<file path="src/rtl/filtered_dff_pkg.sv">
// Shared definitions for the filtered D flip-flop bank: counter sizing helper and
// the per-channel action encoding used by each channel's next-state logic.
package filtered_dff_pkg;

    function automatic int cnt_width(input int stable);
        int w;
        w = $clog2(stable);
        return (w < 1) ? 1 : w;
    endfunction

    // What a channel does on an enabled edge, decided before any state is touched.
    typedef enum logic [1:0] {
        CH_HOLD    = 2'd0,
        CH_QUALIFY = 2'd1,
        CH_UPDATE  = 2'd2,
        CH_MATCH   = 2'd3
    } chan_act_e;

endpackage

</file>
<file path="src/rtl/filtered_dff_chan.sv">
// One debounced channel: qualification counter, q/qbar, rise/fall strobes and pending flag.
// FILTERED_DFF_SYNC2_EN adds a 2-flop input synchroniser ahead of the filter.
module filtered_dff_chan
    import filtered_dff_pkg::*;
#(
    parameter int STABLE_CYCLES = 3
) (
    input  logic clk_i,
    input  logic clear_i,
    input  logic en_i,
    input  logic d_i,
    output logic q_o,
    output logic qbar_o,
    output logic rise_o,
    output logic fall_o,
    output logic pending_o
);

    localparam int            CW      = cnt_width(STABLE_CYCLES);
    localparam logic [CW-1:0] CNT_MAX = CW'(STABLE_CYCLES - 1);

    logic d_filt;

`ifdef FILTERED_DFF_SYNC2_EN
    logic [1:0] sync_q;

    // The synchroniser runs on every edge; en only gates the filter behind it.
    always_ff @(posedge clk_i or posedge clear_i) begin
        if (clear_i) begin
            sync_q <= '0;
        end else begin
            sync_q <= {sync_q[0], d_i};
        end
    end

    assign d_filt = sync_q[1];
`else
    assign d_filt = d_i;
`endif

    logic [CW-1:0] cnt_q, cnt_d;
    logic          q_q, q_d;
    logic          qbar_q, qbar_d;
    logic          rise_q, rise_d;
    logic          fall_q, fall_d;
    logic          pend_q, pend_d;
    chan_act_e     act;

    always_comb begin
        act = CH_HOLD;
        if (en_i) begin
            if (d_filt == q_q) begin
                act = CH_MATCH;
            end else if (cnt_q == CNT_MAX) begin
                act = CH_UPDATE;
            end else begin
                act = CH_QUALIFY;
            end
        end
    end

    // NOTE: every output of this block gets a default first, so no path leaves a latch.
    always_comb begin
        cnt_d  = cnt_q;
        q_d    = q_q;
        qbar_d = qbar_q;
        rise_d = 1'b0;
        fall_d = 1'b0;
        case (act)
            CH_HOLD:    ;
            CH_MATCH:   cnt_d = '0;
            CH_QUALIFY: cnt_d = cnt_q + 1'b1;
            CH_UPDATE: begin
                cnt_d  = '0;
                q_d    = d_filt;
                qbar_d = ~d_filt;
                rise_d = d_filt;
                fall_d = ~d_filt;
            end
        endcase
        pend_d = (cnt_d != '0);
    end

    // NOTE: state registers use non-blocking assignments; qbar resets to 1 so it
    // stays the complement of q even while clear is held.
    always_ff @(posedge clk_i or posedge clear_i) begin
        if (clear_i) begin
            cnt_q  <= '0;
            q_q    <= 1'b0;
            qbar_q <= 1'b1;
            rise_q <= 1'b0;
            fall_q <= 1'b0;
            pend_q <= 1'b0;
        end else begin
            cnt_q  <= cnt_d;
            q_q    <= q_d;
            qbar_q <= qbar_d;
            rise_q <= rise_d;
            fall_q <= fall_d;
            pend_q <= pend_d;
        end
    end

    assign q_o       = q_q;
    assign qbar_o    = qbar_q;
    assign rise_o    = rise_q;
    assign fall_o    = fall_q;
    assign pending_o = pend_q;

endmodule

</file>
<file path="src/rtl/filtered_dff_bank.sv">
// Bank of WIDTH independently debounced flip-flops sharing clk, clear and en.
// Build option FILTERED_DFF_SYNC2_EN inserts a 2-flop synchroniser per channel.
module filtered_dff_bank #(
    parameter int WIDTH         = 8,
    parameter int STABLE_CYCLES = 3
) (
    input  logic             clk,
    input  logic             clear,
    input  logic             en,
    input  logic [WIDTH-1:0] d,
    output logic [WIDTH-1:0] q,
    output logic [WIDTH-1:0] qbar,
    output logic [WIDTH-1:0] rise,
    output logic [WIDTH-1:0] fall,
    output logic [WIDTH-1:0] pending
);

    for (genvar i = 0; i < WIDTH; i++) begin : g_chan
        filtered_dff_chan #(
            .STABLE_CYCLES(STABLE_CYCLES)
        ) u_chan (
            .clk_i    (clk),
            .clear_i  (clear),
            .en_i     (en),
            .d_i      (d[i]),
            .q_o      (q[i]),
            .qbar_o   (qbar[i]),
            .rise_o   (rise[i]),
            .fall_o   (fall[i]),
            .pending_o(pending[i])
        );
    end

endmodule

</file>
<file path="config.mk">
export PLATFORM = sky130hd
export DESIGN_NAME = filtered_dff_bank
export DESIGN_NICKNAME = d
export VERILOG_FILES = /design/src/rtl/filtered_dff_pkg.sv /design/src/rtl/filtered_dff_chan.sv /design/src/rtl/filtered_dff_bank.sv
export SDC_FILE = /design/constraint.sdc
export NUM_CORES = 1
export LEC_CHECK = 0
export ABC_AREA = 0
export BUFFER_PORTS_ARGS = -buffer_cell sky130_fd_sc_hd__buf_2
export CORE_ASPECT_RATIO = 0.9
export CORE_MARGIN = 1.5
export CORE_UTILIZATION = 30
export CTS_CLUSTER_SIZE = 12
export DETAILED_ROUTE_END_ITERATION = 8
export GPL_ROUTABILITY_DRIVEN = 0
export GPL_TIMING_DRIVEN = 0
export PLACE_DENSITY = 0.62
export SLEW_MARGIN = 20
export SYNTH_ARGS = -nofsm -noshare
export SYNTH_HDL_FRONTEND = slang
export SYNTH_SLANG_ARGS = --single-unit
</file>
<file path="constraint.sdc">
create_clock -name clk -period 2.1 [get_ports clk]
set_clock_uncertainty 0.2 [all_clocks]
set_input_delay 0.525 -clock clk [delete_from_list [all_inputs] [get_ports clk]]
set_output_delay 0.525 -clock clk [all_outputs]
set_load 0.02 [all_outputs]
</file>
# Word level (Yosys, flattened, before mapping)
# Index checks and enable logic that the tools add are counted.
op_classes:
  mux: 48
  bitwise: 8
  n_reduce_logical: 16
  n_eq_ne: 40
  n_addsub: 8
op_table:
  columns: ["cell", "n"]
  rows:
  - ["equality test 2 bit, second input constant", 24]
  - ["2-to-1 mux 2 bit", 24]
  - ["case mux 2 bit (2 select lines)", 8]
  - ["adder 2 x 1 -> 2 bit, second input constant", 8]
  - ["equality test 2 x 1 -> 1 bit, second input constant", 8]
  - ["2-to-1 mux 1 bit", 16]
  - ["nonzero test 2 bit", 8]
  - ["OR reduction 2 bit", 8]
  - ["equality test 1 bit", 8]
  - ["NOT 1 bit", 8]
word_totals:
  out_inout_bits: 40
  regBits: 56

# Logic depth before layout (Yosys ltp)
# Gate-level depths: netlist of the first run.
depth:
  word_depth: 8
  depth_mapped: 5
  depth_no_buf: 5

# Modules after synthesis
# A second synthesis of the first run with hierarchy kept.
unflattened:
  cells_unflattened: 208
  area_unflattened_um2: 2442.3
by_module_without_submodules:
  columns: ["module", "area_per_inst_um2", "instances", "cells_each"]
  rows:
  - ["filtered_dff_chan", 305.3, 8, 26]

# Least setup slack after synthesis of the first run
# OpenSTA, ideal clock, no wires.
synth_path:
  path_kind: "input port to flip-flop"
  from: "input en"
  to: "register g_chan[7].u_chan.cnt_q[1]"
  path_buffers: 2
  arrival_time_ns: 1.156
  setup_ns: 0.127
  path_slack_ns: 0.617
  cell_stages: 3
  path_cell_list: "buf_4 buf_4 mux2_1"
synth_between:
  elab_chain_len: 4
  word_cells_on_any_way: 6
  cone_classes: "eq/ne (3); mux (2); reduce/logical (1)"
synth_rtl:
  columns: ["item", "line_no", "text"]
  rows:
  - ["start: declaration", "filtered_dff_bank.sv:9", "input logic en,"]
  - ["2-to-1 mux 2 bit (*)", "filtered_dff_chan.sv:51", "if (en_i) begin"]
  - ["equality test 2 bit", "filtered_dff_chan.sv:69", "case (act)"]
  - ["OR reduction 2 bit (no source line)", null, null]
  - ["case mux 2 bit (2 select lines) (*)", "filtered_dff_chan.sv:69", null]
  - ["net g_chan[7].u_chan.cnt_d[1]", "filtered_dff_chan.sv:41", "logic [CW-1:0] cnt_q, cnt_d;"]
  - ["end signal: assignment", "filtered_dff_chan.sv:95", "cnt_q <= cnt_d;"]
  - ["end: declaration", "filtered_dff_chan.sv:41", null]
# Mark *: on every way through the listed nets, which the timed path passes. The rest lies on a longest branch.
# A chain may end at the register's enable or synchronous reset.

# Worst setup path in the final report of the first run
layout_path:
  from: "register g_chan[4].u_chan.qbar_q"
  to: "output qbar[4]"
layout_lines:
  columns: ["item", "line_no", "text"]
  rows:
  - ["start: declaration", "filtered_dff_chan.sv:43", "logic qbar_q, qbar_d;"]
  - ["start signal: assignment", "filtered_dff_chan.sv:97", "qbar_q <= qbar_d;"]
  - ["end: declaration", "filtered_dff_bank.sv:12", "output logic [WIDTH-1:0] qbar,"]
# No word-level cell between the ends.

==> metrics.txt, run 1 <==
# port buffers=49; crit end category=output pin; setup_tns=0 ps; Post-Synth Adder-Cell Area=roughly 3.6%; Mapped Cells=259; Reg area=1410 µm²; post-synthesis net count=around 280; Tightest Pin Transition=539 ps; Max-Cap Viols=0; Inst Count DP=around 430; Rel. slew slack=64.1%; Root Buffer=clkbuf_8; area grow syn2layout=18.6%; Synth area leader=dfrtp_1; CP required=between 1000 and 1500 ps; Crit Path Max Fanout=2; # fillers=938; Antenna Nets Post-Route=0; hpwl dp=around 3.6 mm; Setup CP Type=register to output pin; sequential cell area fraction in the yosys report=between 50 and 60%; GR Overflow Total=0; Pwr Density=~1300 nW/µm²; Leak=1.64 nW; Syn Area/Cell=10.8 µm²; H-tree depth=2; Antenna Cells=0; P_int=2.70 mW; total number of vias=1890; FF-to-FF setup slack=between 600 and 700 ps; Post-DP Area=3220 µm²; fin crit period=approximately 1800 ps; die area=slightly below 10000 µm²; Cell Count, Final, Fillers Out=440; vias in the first global route=1827; compound-cell area share of the yosys netlist=9.51%; Synthesis Warnings=0; CP startpoint kind=register; status=finished clean; Final Slew Violations=0; First-pass DRT Iterations=4; simple-gate share of the synthesized area=15.1%; Residual DRC=0; Die Ht=approximately 95 µm; synthesized cell area=2800 µm²; Site Rows=33; class of the worst hold path=input pin to register; final setup fails=0; clk sinks=56; via-per-instance ratio=4.30; maximum clock frequency=553 MHz; RSZ-0062 raised after global routing=false; setup slack at placement=460 ps; multi-input logic area=928 µm²; register clock-pin slew on the reported worst setup and hold paths=~90 ps; first-pass GRT wire length=8.64 mm; core area=9080 µm²; initial core utilization=between 30% and 40%; clk_lat worst skew=300 ps; layout cells sized above 1=39.9%; Clk pwr share=14.0%; total CTS buffers=5; WP data arrival=1080 ps; worst vdd ir=0.394 mV; sequential share of power=41.3%; combinational share of power=44.7%; largest net degree at the start of global routing=31; post-synthesis cell type count=29; routed wire length=between 5 and 6 mm; Synth Area in XOR/XNOR=2.50%; DR WL/cell=around 12 µm; Tcrit/Tclk final=86.1%; Design Area, Final=3320 µm²; largest family of logic cells by synthesized area=buffers and inverters; clk buf depth=2; Yosys reg bits=56; final worst slack=293 ps; Final Hold Viols=0; top post-synthesis cells by area=dfrtp_1 (43%), buf_4 (11%), dfstp_2 (7.5%), nor3b_2 (4.9%), inv_1 (3.6%); # IOs=51; gr usage total=11.0%; First DRT Iteration DRCs=67; # Post-CTS Setup Buffers=0; CTS tree=yes; mux contribution to synthesized area=2.41%; post-synth top area share=42.9%; P_sw=1.60 mW; initial antenna violation count=0; die width=~100 µm; NumNets Final=336; Net Sw Frac=37.3%
## worst max-delay path: stages, from the launching register on
cell and delay, ps:
dfstp_2 540, buf_4 90, buf_2 140
## routing by layer
metal / track usage (%) / wire [µm]
met5: 0 / 0
met3: 2.76 / 243
met4: 3.88 / 75
met2: 18.4 / 2480
met1: 13.9 / 2460
## stage by stage
step / util, % / hold slack, ps / power (mW)
after floorplan: - / 255 / 3.25
after global placement: 35.2 / 265 / 3.65
after detailed placement: 35.5 / 272 / 3.72
after CTS: 36.6 / 193 / 4.35
after global routing: 36.6 / 204 / 4.63
final: 36.6 / 204 / 4.30
## cell usage in the layout, fill, tap and decap left out
cell           Yosys  routed
xnor2_1            1       1
o21ai_1            2       2
buf_4             42      42
nand4b_1           3       3
clkbuf_1           1       3
nor3b_2           11      11
nand2_1           10      10
buf_6              2       2
clkbuf_8           0       6
nand4_1            3       3
o22ai_1            8       8
o21bai_1           5       5
a211o_1            1       1
buf_8              1       1
inv_1             27      26
nand2b_1          12      12
nor3_1             4       4
mux2_1             6       6
ha_1               8       8
nand3_1           11      11
buf_2              1      50
xor2_1             7       7
inv_4              0       1
dlygate4sd3_1      0       1
nand3b_1           1       1
a21oi_1            8       8
nand2_2            5       5
nor2_1             4       4
o21ai_0            9       9
dfstp_2            8       8
buf_12             0       1
o31ai_1           10      10
dfrtp_1           48      48
## power by group through the flow
stage                     Combinational (mW)  Sequential (mW)  Clock, mW
final                                   1.92             1.78      0.601
after CTS                               1.94             1.78      0.634
after floorplan                         1.52             1.73          0
after global routing                    2.12             1.83      0.679
after detailed placement                1.92             1.80          0
after global placement                  1.87             1.78          0
## cells in the mapped netlist
library cell,n
inv_1,27
clkbuf_1,1
dfstp_2,8
o21bai_1,5
buf_8,1
nand4_1,3
nand4b_1,3
a21oi_1,8
nor2_1,4
o21ai_0,9
a211o_1,1
ha_1,8
nor3b_2,11
mux2_1,6
o22ai_1,8
nand3_1,11
o21ai_1,2
nand2b_1,12
buf_6,2
xor2_1,7
nand2_1,10
buf_2,1
o31ai_1,10
nand3b_1,1
nand2_2,5
nor3_1,4
buf_4,42
dfrtp_1,48
xnor2_1,1
## sequential cells by signal (all words and copies together) (netlist names)
name	count
g_chan.u_chan.rise_o	8
g_chan.u_chan.q_o	8
g_chan.u_chan.fall_o	8
g_chan.u_chan.pending_o	8
g_chan.u_chan.qbar_o	8
g_chan.u_chan.cnt_q	16
## repair_timing
action                                 CTS  global route
setup endpoints to repair                0             0
hold buffers                             1             0
endpoints found under the hold margin   12             0
resized for setup                        0             0
## path summary, 6_finish.rpt
check | from | end | cells past startpoint
worst max register to register | g_chan[7].u_chan.cnt_q[0] | g_chan[7].u_chan.pending_o | 4
max in group asynchronous | clear | g_chan[2].u_chan.qbar_o | 4
worst max-delay path | g_chan[4].u_chan.qbar_o | qbar[4] | 2
min in group asynchronous | clear | g_chan[4].u_chan.pending_o | 3
worst min register to register | g_chan[2].u_chan.qbar_o | g_chan[2].u_chan.qbar_o | 2
worst min-delay path | d[1] | g_chan[1].u_chan.qbar_o | 2
## layout make-up
| type | count | share of cell area, % |
|---|---|---|
| Multi-Input combinational cell | 129 | 27.9 |
| Tap cell | 122 | 4.59 |
| Buffer | 47 | 10.9 |
| Timing Repair Buffer | 51 | 8.28 |
| Sequential cell | 56 | 42.5 |
| Inverter | 27 | 3.13 |
| Clock buffer | 8 | 2.71 |
## cells by family after synthesis
| family | Yosys count |
|---|---|
| adder cells (fa/ha/maj) | 8 |
| buffers and inverters | 74 |
| AO/OA/AOI/OAI | 43 |
| XOR/XNOR | 8 |
| multiplexers | 6 |
| flip-flops | 56 |
| AND/OR/NAND/NOR | 64 |
Note: power is estimated with default switching activity, not from simulation.
==> inputs of run 2 (changes only) <==
Settings changed: TNS_END_PERCENT from default to 20.
Clock period 2.1 ns to 1.6 ns, I/O delays scaled along.
==> run 2 against run 1 <==
  * The flow now finishes with violations (negative setup slack)
  * Total power rose by 39%
  * Combinational power is 48% higher
  * Via count rose by 1.5%
  * Critical path depth unchanged
  * Setup slack lost 330 ps
  * Sequential power rose by 32%
==> metrics.txt, run 2 (synthesis results as in run 1) <==
Reg with most FFs=g_chan.u_chan.cnt_q; worst hold start=d[2]; total number of vias=1919; total CTS buffers=5; Clk pwr share=13.2%; Inst Count DP=432; Root Buffer=clkbuf_8; H-tree depth=2; largest net degree at the start of global routing=24; # IOs=51; Leak=around 1.7 nW; DR WL/cell=11.6 µm; worst vdd ir=0.467 mV; clk_lat worst skew=300 ps; Finished Core Util=38.3%; routed wire length=5.10 mm; failing checks=negative setup slack; Rel. slew slack=between 60% and 70%; WP data arrival=1030 ps; Setup CP Type=register to output pin; Die Ht=roughly 95 µm; Hold Path Depth=2; Tcrit/Tclk final=102%; area grow syn2layout=24.3%; combinational share of power=47.6%; maximum clock frequency=612 MHz; setup slack at placement=just under 90 ps; hpwl dp=3.56 mm; die width=105 µm; vias in the first global route=1788; First DRT Iteration DRCs=68; initial core utilization=30.9%; P_int=between 3 and 4 mW; P_sw=2.15 mW; CP Cell Sequence=buf_6 -> buf_6; commonest non-fill, non-tap cell in the layout=dfrtp_1; Design Area, Final=3480 µm²; Critical Path Max Stage Delay=approximately 550 ps; Worst Reg-to-Reg Cells=4; Post-DP Area=3250 µm²; Net Sw Frac=35.9%; crit-path most repeated cell=buf_6; die area=around 9900 µm²; fin crit period=1630 ps; Residual DRC=0; Crit Path Max Fanout=2; core area=9080 µm²; gr usage total=10.7%; Site Rows=33; via-per-instance ratio=approximately 4.4; layout cells sized above 1=41.5%; # port buffers=a little under 50; crit end category=output pin; class of the worst hold path=input pin to register; first-pass GRT wire length=8.39 mm; final setup fails=6; status=finished, violations left; CP bufs+invs=2; Crit path max-delay family=flip-flops; # fillers=906; Final Slew Violations=0; NumNets Final=336; Min-Delay Endpoint=g_chan[2].u_chan.qbar_o; most frequent cells in the layout=dfrtp_1 (43), buf_4 (34), buf_2 (33); CTS tree=yes; clk buf depth=2; clk sinks=56; Cell Count, Final, Fillers Out=440; CP startpoint kind=register; CP Launch Point=g_chan[4].u_chan.qbar_o; RSZ-0062 raised after global routing=true; max reg flops=16; Pwr Density=~1700 nW/µm²; final worst slack=-34.8 ps; Tightest Pin Transition=522 ps; CP required=1000 ps; sequential share of power=39.3%; worst reg2reg startpoint=g_chan[7].u_chan.cnt_q[0]; GR Overflow Total=0; register clock-pin slew on the reported worst setup and hold paths=90 ps; initial antenna violation count=0; capture point of the worst reg-to-reg path=g_chan[7].u_chan.pending_o; FF-to-FF setup slack=100 ps; Final Hold Viols=0; First-pass DRT Iterations=4; hold slack=80.2 ps; Antenna Nets Post-Route=0; Antenna Cells=0; Max-Cap Viols=0; CP max-delay cell=dfstp_2
[run 2: repair_timing]
item	4_1_cts	5_1_grt
cloned	0	0
endpoints found under the hold margin	11	0
resized for setup	37	10
hold buffers	1	0
pin swaps	0	0
buffers inserted	3	1
endpoints found under the setup margin	16	17
[run 2: worst max-delay path by stage]
stage                     depth (start not counted)                    endpoint
after floorplan                                   4  g_chan[7].u_chan.pending_o
after global placement                            2     g_chan[7].u_chan.fall_o
after detailed placement                          3   g_chan[7].u_chan.cnt_q[1]
after CTS                                         2                     qbar[4]
after global routing                              2                     qbar[4]
final                                             2                     qbar[4]
[run 2: cell type report]
| cell class | count | area (µm²) | area share [%] |
|---|---|---|---|
| Clock buffer | 8 | 90.1 | 2.59 |
| Inverter | 27 | 105 | 3.02 |
| Timing Repair Buffer | 56 | 432 | 12.4 |
| Tap cell | 122 | 153 | 4.38 |
| Buffer | 42 | 358 | 10.3 |
| Sequential cell | 56 | 1420 | 40.7 |
| Multi-Input combinational cell | 129 | 928 | 26.7 |
[run 2: per-layer routing]
layer,wire length (µm),track usage (%),share of wire [%]
met1,2450,14.1,48
met2,2420,17.4,48
met3,194,2.76,3.8
met4,30,2.74,0.59
met5,0,0,0
[run 2: power groups by stage]
stage	sequential, mW	clock, mW	combinational [mW]
detailed placement	2.35	0	2.52
global placement	2.33	0	2.46
floorplan	2.27	0	1.99
finish	2.35	0.789	2.85
CTS	2.34	0.834	2.86
global route	2.42	0.879	3.14
[run 2: metrics by stage]
step | total power [mW] | setup TNS (ps)
after CTS | 6.04 | -513
after global routing | 6.43 | -545
after detailed placement | 4.87 | 0
after floorplan | 4.26 | 0
final | 5.99 | -179
after global placement | 4.79 | -2070
==> inputs of run 3 (changes only) <==
Settings changed: GPL_TIMING_DRIVEN 0 to default, PLACE_DENSITY 0.62 to default.
==> run 3 against run 2 <==
  * Global-route usage fell by 1.5 points
  * Die area is the same
  * Highest routed layer unchanged
  * Critical path depth fell by 1
  * Final area fell by 11%
  * Routed wire length is 16% lower
  * Setup slack gained 69 ps
  * Register-to-register slack about the same
  * Sequential share of layout area up 4.8 points
  * Worst hold slack gained 2.7 ps
  * The run now ends clean
  * Total power is 7.8% lower
  * Sequential power barely moved
  * Via count down 11%
==> metrics.txt, run 3 (synthesis results as in run 1) <==
Antenna Nets Post-Route=0; Net Sw Frac=36.8%; Crit path max-delay family=flip-flops; Final Power=5.52 mW; met1 usage=11.1%; clk buf depth=2; hpwl dp=3.12 mm; Finished Core Util=between 30% and 40%; area grow syn2layout=11.1%; Most Crowded Layer GR=met2; combinational share of power=around two fifths; grt met3 use=2.90%; CP max-delay cell=dfstp_2; setup_tns=0 ps; first-pass GRT wire length=7.33 mm; largest net degree at the start of global routing=31; fin crit period=~1600 ps; total number of vias=between 1.5k and 2k; Critical Path Max Stage Delay=550 ps; WP data arrival=slightly below 1000 ps; Max-Cap Viols=0; routed wire length=4.31 mm; hold slack=around 83 ps; class of the worst hold path=input pin to register; First-pass DRT Iterations=4; CP startpoint kind=register; GR Util met2=approximately 15%; RSZ-0062 raised after global routing=true; Rel. slew slack=about three quarters; Leak=around 1.5 nW; Site Rows=33; DR WL/cell=10.8 µm; P_int=3.49 mW; maximum clock frequency=639 MHz; Inst Count DP=389; die area=a little under 10000 µm²; initial antenna violation count=0; clk sinks=56; worst vdd ir=0.504 mV; most frequent cells in the layout=dfrtp_1 (45), buf_2 (42), inv_1 (26); GR Overflow Total=0; Antenna Cells=0; CP required=1000 ps; P_sw=just over 2 mW; Tcrit/Tclk final=97.8%; First DRT Iteration DRCs=41; sequential share of power=42.6%; Clk pwr share=between 15 and 20%; clk_lat worst skew=about 300 ps; Crit Path Max Fanout=2; die width=105 µm; # IOs=just over 50; final setup fails=0; CP Cell Sequence=buf_6; Setup CP Type=register to output pin; vias in the first global route=1668; Pwr Density=1770 nW/µm²; status=finished clean; initial core utilization=a little under a third; CTS tree=yes; via-per-instance ratio=~4.3; layout cells sized above 1=approximately 33%; total CTS buffers=5; gr usage total=9.15%; crit end category=output pin; Root Buffer=clkbuf_8; CP bufs+invs=1; Reg with most FFs=g_chan.u_chan.cnt_q; Residual DRC=0; register clock-pin slew on the reported worst setup and hold paths=~100 ps; commonest non-fill, non-tap cell in the layout=dfrtp_1; max reg flops=16; # port buffers=50; H-tree depth=2; Tightest Pin Transition=345 ps; Final Hold Viols=0; Final Slew Violations=0; core area=9080 µm²; Die Ht=94.7 µm; Cell Count, Final, Fillers Out=398; NumNets Final=between 200 and 300
run 3: timing repair:
| action | CTS | global route |
|---|---|---|
| buffers inserted | 0 | 0 |
| setup endpoints to repair | 8 | 11 |
| gates cloned | 0 | 0 |
| hold buffers | 1 | 0 |
| resized for setup | 9 | 10 |
| endpoints found under the hold margin | 11 | 0 |
run 3: stage by stage:
stage | setup WS [ps] | area, µm²
6_report | 34.6 | 3110
5_1_grt | -16.2 | 3110
4_1_cts | 2.66 | 3080
2_1_floorplan | 224 | 2810
3_3_place_gp | 108 | 2920
3_5_place_dp | 69.8 | 2920
run 3: cell type report:
class,instances,area (µm²)
clock buffers,7,96.3
clock inverters,1,30.0
fillers,964,5970
inverters,27,105
multi-input cells,129,928
flip-flops and latches,56,1420
well taps,122,153
repair buffers,56,385
run 3: worst paths after layout:
kind                       cells after the start                       from                         end  slack, ps
max                                            1    g_chan[2].u_chan.qbar_o                     qbar[2]         30
max in group asynchronous                      4                      clear     g_chan[5].u_chan.qbar_o        240
min reg2reg                                    2    g_chan[0].u_chan.qbar_o     g_chan[0].u_chan.qbar_o        280
min in group asynchronous                      3                      clear  g_chan[2].u_chan.pending_o        410
max reg2reg                                    4  g_chan[7].u_chan.cnt_q[0]  g_chan[7].u_chan.pending_o        110
min                                            2                       d[1]     g_chan[1].u_chan.qbar_o         80
run 3: power groups by stage:
stage / Sequential, mW / Clock (mW) / Combinational (mW)
finish: 2.35 / 0.995 / 2.17
detailed placement: 2.35 / 0 / 2.08
global route: 2.44 / 1.11 / 2.41
CTS: 2.34 / 1.05 / 2.15
global placement: 2.33 / 0 / 2.03
floorplan: 2.27 / 0 / 1.99
run 3: routing by layer:
layer | up-vias | wire length (µm)
met5 | - | 0
met4 | 0 | 50
met3 | 6 | 189
met2 | 35 | 2070
met1 | 818 | 1990
li1 | 855 | -
